### config.mk
export PLATFORM = sky130hd
export DESIGN_NAME = add_sub_seq
export DESIGN_NICKNAME = d
export VERILOG_FILES = /design/src/rtl/add_sub_seq_pkg.sv /design/src/rtl/add_sub_seq_chunk.sv /design/src/rtl/add_sub_seq.sv
export SDC_FILE = /design/constraint.sdc
export NUM_CORES = 1
export LEC_CHECK = 0
export ABC_AREA = 0
export BUFFER_PORTS_ARGS = -buffer_cell sky130_fd_sc_hd__buf_2
export CORE_UTILIZATION = 58
export CTS_CLUSTER_DIAMETER = 40
export DETAILED_ROUTE_END_ITERATION = 6
export PLACE_DENSITY = 0.87
export SLEW_MARGIN = 20
export SYNTH_ARGS = -nofsm -noshare
export SYNTH_HDL_FRONTEND = slang
export SYNTH_SLANG_ARGS = --single-unit
### constraint.sdc
create_clock -name clk -period 10.22 [get_ports clk]
set_clock_uncertainty 0.05 [all_clocks]
set_input_delay 1.533 -clock clk [delete_from_list [all_inputs] [get_ports clk]]
set_output_delay 1.533 -clock clk [all_outputs]
set_load 0.05 [all_outputs]
### src/rtl/add_sub_seq_pkg.sv
// Shared types and helpers for the sequential chunked adder/subtractor.
// Holds the FSM state encoding and a minimum-one clog2 used for counter sizing.
package add_sub_seq_pkg;

  typedef enum logic [1:0] {
    IDLE = 2'd0,
    BUSY = 2'd1,
    DONE = 2'd2
  } state_e;

  // Bits needed to index n items, never less than one so a single-chunk build still has a counter.
  function automatic int clog2Min1(input int n);
    int w;
    w = 0;
    while ((1 << w) < n) w++;
    return (w < 1) ? 1 : w;
  endfunction

endpackage

### src/rtl/add_sub_seq_chunk.sv
// Combinational CHUNK-bit ripple of full-adder cells.
// Also exposes the carry into the top bit so the caller can derive signed overflow.
module add_chunk #(
  parameter int CHUNK = 8
) (
  input  logic [CHUNK-1:0] a_i,
  input  logic [CHUNK-1:0] b_i,
  input  logic             c_i,
  output logic [CHUNK-1:0] s_o,
  output logic             c_o,
  output logic             cTop_o
);

  logic [CHUNK:0] carry;

  assign carry[0] = c_i;

  for (genvar i = 0; i < CHUNK; i++) begin : gCell
    assign s_o[i]       = a_i[i] ^ b_i[i] ^ carry[i];
    assign carry[i + 1] = (a_i[i] & b_i[i]) | (carry[i] & (a_i[i] ^ b_i[i]));
  end

  assign c_o    = carry[CHUNK];
  assign cTop_o = carry[CHUNK-1];

endmodule

### src/rtl/add_sub_seq.sv
// Multi-cycle two's-complement adder/subtractor: one CHUNK-bit slice per clock,
// carry registered between slices, valid/ready handshakes on both sides.
module add_sub_seq
  import add_sub_seq_pkg::*;
#(
  parameter int WIDTH = 32,
  parameter int CHUNK = 8
) (
  input  logic             clk,
  input  logic             rst_n,
  input  logic             in_valid,
  output logic             in_ready,
  input  logic [WIDTH-1:0] a,
  input  logic [WIDTH-1:0] b,
  input  logic             c_in,
  input  logic             sub,
  output logic             out_valid,
  input  logic             out_ready,
  output logic [WIDTH-1:0] sum,
  output logic             c_out,
  output logic             ovf,
  output logic             zero
);

  localparam int SAFE_CHUNK = (CHUNK < 1) ? 1 : CHUNK;
  localparam int NCHUNK     = WIDTH / SAFE_CHUNK;
  localparam int CW         = clog2Min1(NCHUNK);
  localparam logic [CW-1:0] LAST = CW'(NCHUNK - 1);

  if (CHUNK < 1) begin : gBadChunk
    $fatal(1, "add_sub_seq: CHUNK must be at least 1");
  end else if ((WIDTH % SAFE_CHUNK) != 0) begin : gBadWidth
    $fatal(1, "add_sub_seq: WIDTH must be a multiple of CHUNK");
  end

  state_e                               state_q, state_d;
  logic [NCHUNK-1:0][SAFE_CHUNK-1:0]    opA_q, opA_d;
  logic [NCHUNK-1:0][SAFE_CHUNK-1:0]    opB_q, opB_d;
  logic [NCHUNK-1:0][SAFE_CHUNK-1:0]    sum_q, sum_d;
  logic                                 carry_q, carry_d;
  logic [CW-1:0]                        cnt_q, cnt_d;
  logic                                 cOut_q, cOut_d;
  logic                                 ovf_q, ovf_d;

  logic [SAFE_CHUNK-1:0] sliceSum;
  logic                  sliceCout;
  logic                  sliceCTop;

  // The slice under work is picked by the counter; operands stay put for the whole operation.
  add_chunk #(
    .CHUNK (SAFE_CHUNK)
  ) uChunk (
    .a_i    (opA_q[cnt_q]),
    .b_i    (opB_q[cnt_q]),
    .c_i    (carry_q),
    .s_o    (sliceSum),
    .c_o    (sliceCout),
    .cTop_o (sliceCTop)
  );

  always_ff @(posedge clk or negedge rst_n) begin
    if (!rst_n) begin
      state_q <= IDLE;
      opA_q   <= '0;
      opB_q   <= '0;
      sum_q   <= '0;
      carry_q <= 1'b0;
      cnt_q   <= '0;
      cOut_q  <= 1'b0;
      ovf_q   <= 1'b0;
    end else begin
      state_q <= state_d;
      opA_q   <= opA_d;
      opB_q   <= opB_d;
      sum_q   <= sum_d;
      carry_q <= carry_d;
      cnt_q   <= cnt_d;
      cOut_q  <= cOut_d;
      ovf_q   <= ovf_d;
    end
  end

  // Subtraction is folded in at accept time as a + ~b + 1, so BUSY only ever adds.
  always_comb begin
    state_d   = state_q;
    opA_d     = opA_q;
    opB_d     = opB_q;
    sum_d     = sum_q;
    carry_d   = carry_q;
    cnt_d     = cnt_q;
    cOut_d    = cOut_q;
    ovf_d     = ovf_q;
    in_ready  = 1'b0;
    out_valid = 1'b0;

    case (state_q)
      IDLE: begin
        in_ready = 1'b1;
        if (in_valid) begin
          opA_d   = a;
          opB_d   = sub ? ~b : b;
          carry_d = sub ? 1'b1 : c_in;
          sum_d   = '0;
          cnt_d   = '0;
          cOut_d  = 1'b0;
          ovf_d   = 1'b0;
          state_d = BUSY;
        end
      end
      BUSY: begin
        sum_d[cnt_q] = sliceSum;
        carry_d      = sliceCout;
        cnt_d        = cnt_q + 1'b1;
        if (cnt_q == LAST) begin
          cOut_d  = sliceCout;
          ovf_d   = sliceCout ^ sliceCTop;
          state_d = DONE;
        end
      end
      DONE: begin
        out_valid = 1'b1;
        if (out_ready) state_d = IDLE;
      end
      default: state_d = IDLE;
    endcase
  end

  assign sum   = sum_q;
  assign c_out = cOut_q;
  assign ovf   = ovf_q;
  assign zero  = out_valid && (sum_q == '0);

endmodule

==> flow_summary.ini, run 1 <==
[timing]
setup-tns-final_ns = 0
period_share_pct = 48.99
timing.final.crit_period_ns = 5.007
worst_pin_slew_ns = 0.8330
unrepaired_setup_endpoints_after_global_routing = false
slew_viol_final = 0
max_slew_margin_pct = 44.47
finalSetupViolCount = 0
fmax_mhz = 199.7
hold_viol_final = 0

[die]
die_w_um = 93.03
initial_utilization_pct = 60.93
die_span_y_um = 93.03
io-pin-count = 107
placementRows = 32
core_area_mm2 = 0.007888
fp.dieArea_mm2 = 0.008654

[drt]
residual_antenna_violating_net_count_after_detailed_routing = 0
remaining_drc_errors = 0
initialDrtViolationCount = 193
dr_total_vias = 3551
routed_via_density = 5.557
first_pass_iters = 5
drt_wl_total_um = 10800
drt-wirelength-per-cell_um = 16.89

[clock_tree]
cts_buffers = 9
clock_sinks = 103
cts_max_level = 3
clock_tree_from_tritoncts = done
cts_resized = 0
clkTransAtPathRegs_ns = 0.10
cts_hold_fix_bufs = 0
clock_latency_of_the_later_clocked_register_in_the_worst_skew_pair_ns = 0.37
ctsRootBufferMaster = clkbuf_8
bufs_on_longest_clock_path = 2
cts_setup_buffers = 0

[min_path]
start_point_of_the_worst_min_delay_path = opA_q[27]$_DFFE_PN0P_
whs_endpoint = opA_q[27]$_DFFE_PN0P_
min_path_cells = 2
hp-class = flip-flop to flip-flop

[global_route]
grt_pass1_wl_um = 17530
globalRoute.totalOverflow = 0
grt_max_degree = 100
vias_in_the_first_global_route = 3632
grt_usage_pct = 26.86
antenna_found_initial = 0

[power]
vdd.ir_drop.worst_mv = 0.2001
cell_pwr_density_mw_per_mm2 = 376.6
p_leak_nw = 2.729
design_power_total_w = 0.002099

[setup_path]
cp.required_ns = 10.43
reg2reg_to = sum[15]$_DFFE_PN0P_
critical-path-top-cell-by-count = fa_1
cp_data_arrival_time_ns = 5.22
crit_path_cell_trace = mux4_2 -> inv_1 -> fa_1 -> fa_1 -> fa_1 -> fa_1 -> fa_1 -> fa_1 -> inv_1 -> fa_1 -> fa_1 -> a32o_1
critPathLaunchType = flip-flop
critPathCaptureType = flip-flop
crit_type = flip-flop to flip-flop
critical_path.max_stage_delay_ns = 0.89
rrSetupSlack_ns = 5.21
length_in_cells_of_the_worst_reg_to_reg_path = 12
timing.critical_path.fanout_max = 19
timing.rr.start = cnt_q[1]$_DFFE_PN0P_
timing.critical_path.slowest_stage_cell = dfrtp_1

[status]
outcome = finished, final reports clean

[synthesis]
ys_top_cells_by_count = nand2_1 (133), dfrtp_1 (103), o21ai_0 (37), xnor2_1 (33), o2bb2ai_1 (25)
yosys.cell_count.top_type = nand2_1
cell_taking_the_most_area_after_synthesis = dfrtp_1
yosysUniqueCellTypes = 27
post_synth_instance_area_mm2 = 0.004806
sequential_element_share_of_the_synthesized_area_pct = 53.63
yosysWarningCount = 0
postSynthNetCount = 517
synth.top_cell.area_share_pct = 53.63
asyncSetResetFlopFracSynth_pct = 100.0
dominantRegCellSynth = dfrtp_1
synth.avg_cell_area_um2 = 11.05
synth-edff-count = 0
post_synth_main_area_contributors = dfrtp_1 (54%), nand2_1 (10%), mux4_2 (7.5%)
ys_ff_latch = 103
syn_inst = 435

[cells_and_area]
final_net_count = 614
post_layout_nonfiller_instances = 639
antenna-diode-count = 0
flow.area_growth_from_synthesis_pct = 15.99
final_layout_size_suffix_gt1_share_pct = 27.75

[placement]
buffer_ports.inserted = 106
number_of_cells_after_detailed_placement = 623
gp_congestion = 0.8350
dpl.hpwl_um = 7598

[job]
maxCapViolCount = 0
## placed cells by master, fill, tap and decap left out, drive strengths merged
master / instances
nand2: 133
buf: 111
dfrtp: 103
o21ai: 37
xnor2: 33
o2bb2ai: 25
inv: 19
mux4: 16
clkbuf: 9
nor4: 8
a32o: 8
fa: 8
a21oi: 4
ha: 4
nand3: 3
nand2b: 2
clkinvlp: 2
clkinv: 2
nor2: 1
nand4: 1
or4: 1
nor3b: 1
or3b: 1
nand3b: 1
nor2b: 1
o311ai: 1
o31ai: 1
bufinv: 1
## report_power, final
group	internal (W)	total [W]	switching, W
clock network	0.000116	0.000262	0.000146
registers	0.000587	0.000712	0.000125
logic	0.000417	0.00113	0.000708
## logic make-up after synthesis
family | share of synthesized area, %
fa+ha+maj | 4.374
simple gates | 13.10
mux | 7.498
compound gates | 11.14
buf+inv | 4.244
xor+xnor | 6.014
flops | 53.63
## worst max path at each step
stage,start,endpoint,slack (ns)
floorplan,cnt_q[0]$_DFFE_PN0P_,sum[15]$_DFFE_PN0P_,5.86
global placement,cnt_q[1]$_DFFE_PN0P_,sum[7]$_DFFE_PN0P_,5.49
detailed placement,cnt_q[1]$_DFFE_PN0P_,sum[15]$_DFFE_PN0P_,5.28
CTS,cnt_q[1]$_DFFE_PN0P_,sum[15]$_DFFE_PN0P_,5.24
global route,cnt_q[1]$_DFFE_PN0P_,sum[15]$_DFFE_PN0P_,5.03
finish,cnt_q[1]$_DFFE_PN0P_,sum[15]$_DFFE_PN0P_,5.21
## state kept, by name, indices dropped and copies added (netlist names)
| name | count |
|---|---|
| opA_q | 32 |
| ovf | 1 |
| opB_q | 32 |
| state_q | 2 |
| cnt_q | 2 |
| c_out | 1 |
| carry_q | 1 |
| sum | 32 |
## area by class of cell
type                            instances  area [um^2]
Clock buffer                            9        123.9
Clock inverter                          7        80.08
Fill cell                             563         2313
Inverter                               17        63.81
Multi-Input combinational cell        290         2031
Sequential cell                       103         2577
Tap cell                              102        127.6
Timing Repair Buffer                  111        570.5
## metal layers
layer	share of wire, %	vias up	wire [um]	GRT usage (%)
met3	5.1	17	546	5.610
met1	42	1747	4541	34.01
met5	0	-	0	0
met2	51	122	5520	46.63
met4	1.7	0	186	8.205
li1	-	1665	-	-
## metrics by stage
stage	worst slack, ns	area (um^2)	hold WS [ns]	util (%)
finish	5.213	5574	0.4284	70.67
global route	5.031	5574	0.4562	70.67
CTS	5.237	5574	0.4315	70.67
detailed placement	5.284	5370	0.4078	68.08
global placement	5.494	5370	0.4056	68.08
floorplan	5.857	4806	0.3900	-
## worst max-delay path: cells and delay by family, from the launching register on
family	cells	cell delay (ns)
buffers and inverters	2	0.15
flip-flops	1	0.89
AO/OA/AOI/OAI	1	0.29
adder cells (fa/ha/maj)	8	3.17
multiplexers	1	0.35
(Power assumes the default switching activity.)
==> run 2: changes to the inputs <==
--- a/config.mk
+++ b/config.mk
@@ -7,10 +7,10 @@
 export LEC_CHECK = 0
 export ABC_AREA = 0
 export BUFFER_PORTS_ARGS = -buffer_cell sky130_fd_sc_hd__buf_2
-export CORE_UTILIZATION = 58
+export CORE_UTILIZATION = 49
 export CTS_CLUSTER_DIAMETER = 40
 export DETAILED_ROUTE_END_ITERATION = 6
-export PLACE_DENSITY = 0.87
+export PLACE_DENSITY = 0.78
 export SLEW_MARGIN = 20
 export SYNTH_ARGS = -nofsm -noshare
 export SYNTH_HDL_FRONTEND = slang
==> constraint.sdc (replaced) <==
create_clock -name clk -period 4.55 [get_ports clk]
set_clock_uncertainty 0.05 [all_clocks]
set_input_delay 0.6825 -clock clk [delete_from_list [all_inputs] [get_ports clk]]
set_output_delay 0.6825 -clock clk [all_outputs]
set_load 0.05 [all_outputs]
==> run 2 against run 1 <==
Non-clock buffer count is 3 higher. Clock power is 110% higher. Cell count is 4.7% higher. Cell area is 0.88% higher.
==> flow_summary.ini, run 2 (synthesized netlist as in run 1, its figures left out) <==
[die]
initial_utilization_pct = 51.28
core_area_mm2 = 0.009371
placementRows = 35
die_span_y_um = 101.0
io-pin-count = 107
die_w_um = 101.0
fp.dieArea_mm2 = 0.01021

[timing]
slew_viol_final = 0
period_share_pct = 96.93
finalWorstSetupSlack_ns = 0.1395
worst_pin_slew_ns = 0.8655
timing.final.crit_period_ns = 4.411
finalSetupViolCount = 0
max_slew_margin_pct = 42.30
fmax_mhz = 226.7
hold_viol_final = 0
unrepaired_setup_endpoints_after_global_routing = false
setup-tns-final_ns = 0

[setup_path]
timing.critical_path.fanout_max = 4
crit_type = flip-flop to flip-flop
cp.required_ns = 4.77
cp_top_delay_family = adder cells
critical-path-top-cell-by-count = fa_1
timing.critical_path.slowest_stage_cell = fa_2
critical_path.max_stage_delay_ns = 0.48
timing.critical_path.buf_inv = 2
crit_path_cell_trace = mux4_2 -> inv_1 -> fa_1 -> fa_1 -> fa_1 -> fa_1 -> fa_1 -> fa_1 -> inv_1 -> fa_2 -> fa_2 -> a32o_1
critPathLaunchType = flip-flop
cp_data_arrival_time_ns = 4.63
critPathCaptureType = flip-flop

[clock_tree]
bufs_on_longest_clock_path = 2
cts_hold_fix_bufs = 0
cts_buffers = 9
clock_latency_of_the_later_clocked_register_in_the_worst_skew_pair_ns = 0.37
clock_tree_from_tritoncts = done
clock_sinks = 103
cts_max_level = 3
ctsRootBufferMaster = clkbuf_8
clkTransAtPathRegs_ns = 0.11

[global_route]
grt_pass1_wl_um = 17380
vias_in_the_first_global_route = 3603
grt_max_degree = 74
antenna_found_initial = 0
grt_usage_pct = 22.44
globalRoute.totalOverflow = 0

[cells_and_area]
layout_commonest_cell = nand2_1
flow.area_growth_from_synthesis_pct = 17.00
post_layout_nonfiller_instances = 669
antenna-diode-count = 0
final_layout_size_suffix_gt1_share_pct = 28.70
layout.cell_area.non_filler_mm2 = 0.005623
most_used_cells_in_the_layout_excluding_fill_and_tap_cells = nand2_1 (133), buf_2 (105), dfrtp_1 (102)
final_net_count = 617

[placement]
buffer_ports.inserted = 106
dpl.hpwl_um = 7709
dp_worst_setup_slack_ns = 0.1126
number_of_cells_after_detailed_placement = 653
postPlaceCellArea_mm2 = 0.005426
gp_congestion = 0.8147

[drt]
drt-wirelength-per-cell_um = 15.61
remaining_drc_errors = 0
first_pass_iters = 4
initialDrtViolationCount = 194
dr_total_vias = 3526
drt_wl_total_um = 10440
residual_antenna_violating_net_count_after_detailed_routing = 0
routed_via_density = 5.271

[power]
switching_power_w = 0.002180
seq_power_share_pct = 33.7
internal-power_w = 0.002496
design_power_total_w = 0.004677
share_clk_of_total_power_pct = 11.8
p_leak_nw = 2.735
combinationalPowerShare_pct = 54.5
switching_share_pct = 46.62
vdd.ir_drop.worst_mv = 0.3628
cell_pwr_density_mw_per_mm2 = 831.7

[min_path]
hp-class = input port to async pin

[job]
maxCapViolCount = 0

[status]
outcome = finished, final reports clean
run 2: cell type report:
type,count,area (um^2)
fill,833,3749
sequential,103,2579
multi-input combinational,290,2036
timing repair buffer,114,593.1
tap,129,161.4
clock buffer,9,123.9
clock inverter,7,66.31
inverter,17,63.81
run 2: worst reg2reg max path, cell delays in order (launching register included):
cell and delay [ns]:
dfrtp_2 0.45, mux4_2 0.33, inv_1 0.05, fa_1 0.40, fa_1 0.39, fa_1 0.40
fa_1 0.41, fa_1 0.41, fa_1 0.38, inv_1 0.09, fa_2 0.23, fa_2 0.48
a32o_1 0.26
run 2: final timing paths:
check	cells after the start	slack, ns	end	startpoint
min in group clk	2	0.43	opA_q[21]$_DFFE_PN0P_	opA_q[21]$_DFFE_PN0P_
setup / recovery	12	0.14	sum[15]$_DFFE_PN0P_	cnt_q[0]$_DFFE_PN0P_
setup reg to reg	12	0.14	sum[15]$_DFFE_PN0P_	cnt_q[0]$_DFFE_PN0P_
hold / removal	1	0.30	opA_q[4]$_DFFE_PN0P_	rst_n
hold reg to reg	2	0.43	opA_q[21]$_DFFE_PN0P_	opA_q[21]$_DFFE_PN0P_
max in group asynchronous	2	3.04	cnt_q[0]$_DFFE_PN0P_	rst_n
run 2: per-stage QoR:
step	utilization [%]	hold WS, ns
6_report	60.00	0.3048
3_5_place_dp	57.90	0.4098
2_1_floorplan	-	0.3369
5_1_grt	60.00	0.3753
3_3_place_gp	57.90	0.4059
4_1_cts	59.93	0.3350
run 2: routing by layer:
metal,vias up,global-route usage (%),share of wire (%)
met5,-,0,0
met4,0,8.027,2.3
met3,19,4.508,4.5
met2,109,37.04,49
met1,1711,29.69,45
li1,1687,-,-
run 2: power by group through the flow:
stage               Clock (W)  Combinational (W)  Sequential (W)
floorplan                   0            0.00157         0.00183
global placement            0            0.00247         0.00157
detailed placement          0            0.00253         0.00159
CTS                  0.000567            0.00254         0.00157
global route         0.000603            0.00278         0.00162
finish               0.000553            0.00255         0.00157
run 2: what timing repair did:
item / in CTS / in global routing
endpoints found under the setup margin: 0 / 4
resized for setup: 0 / 3
buffers inserted: 0 / 0
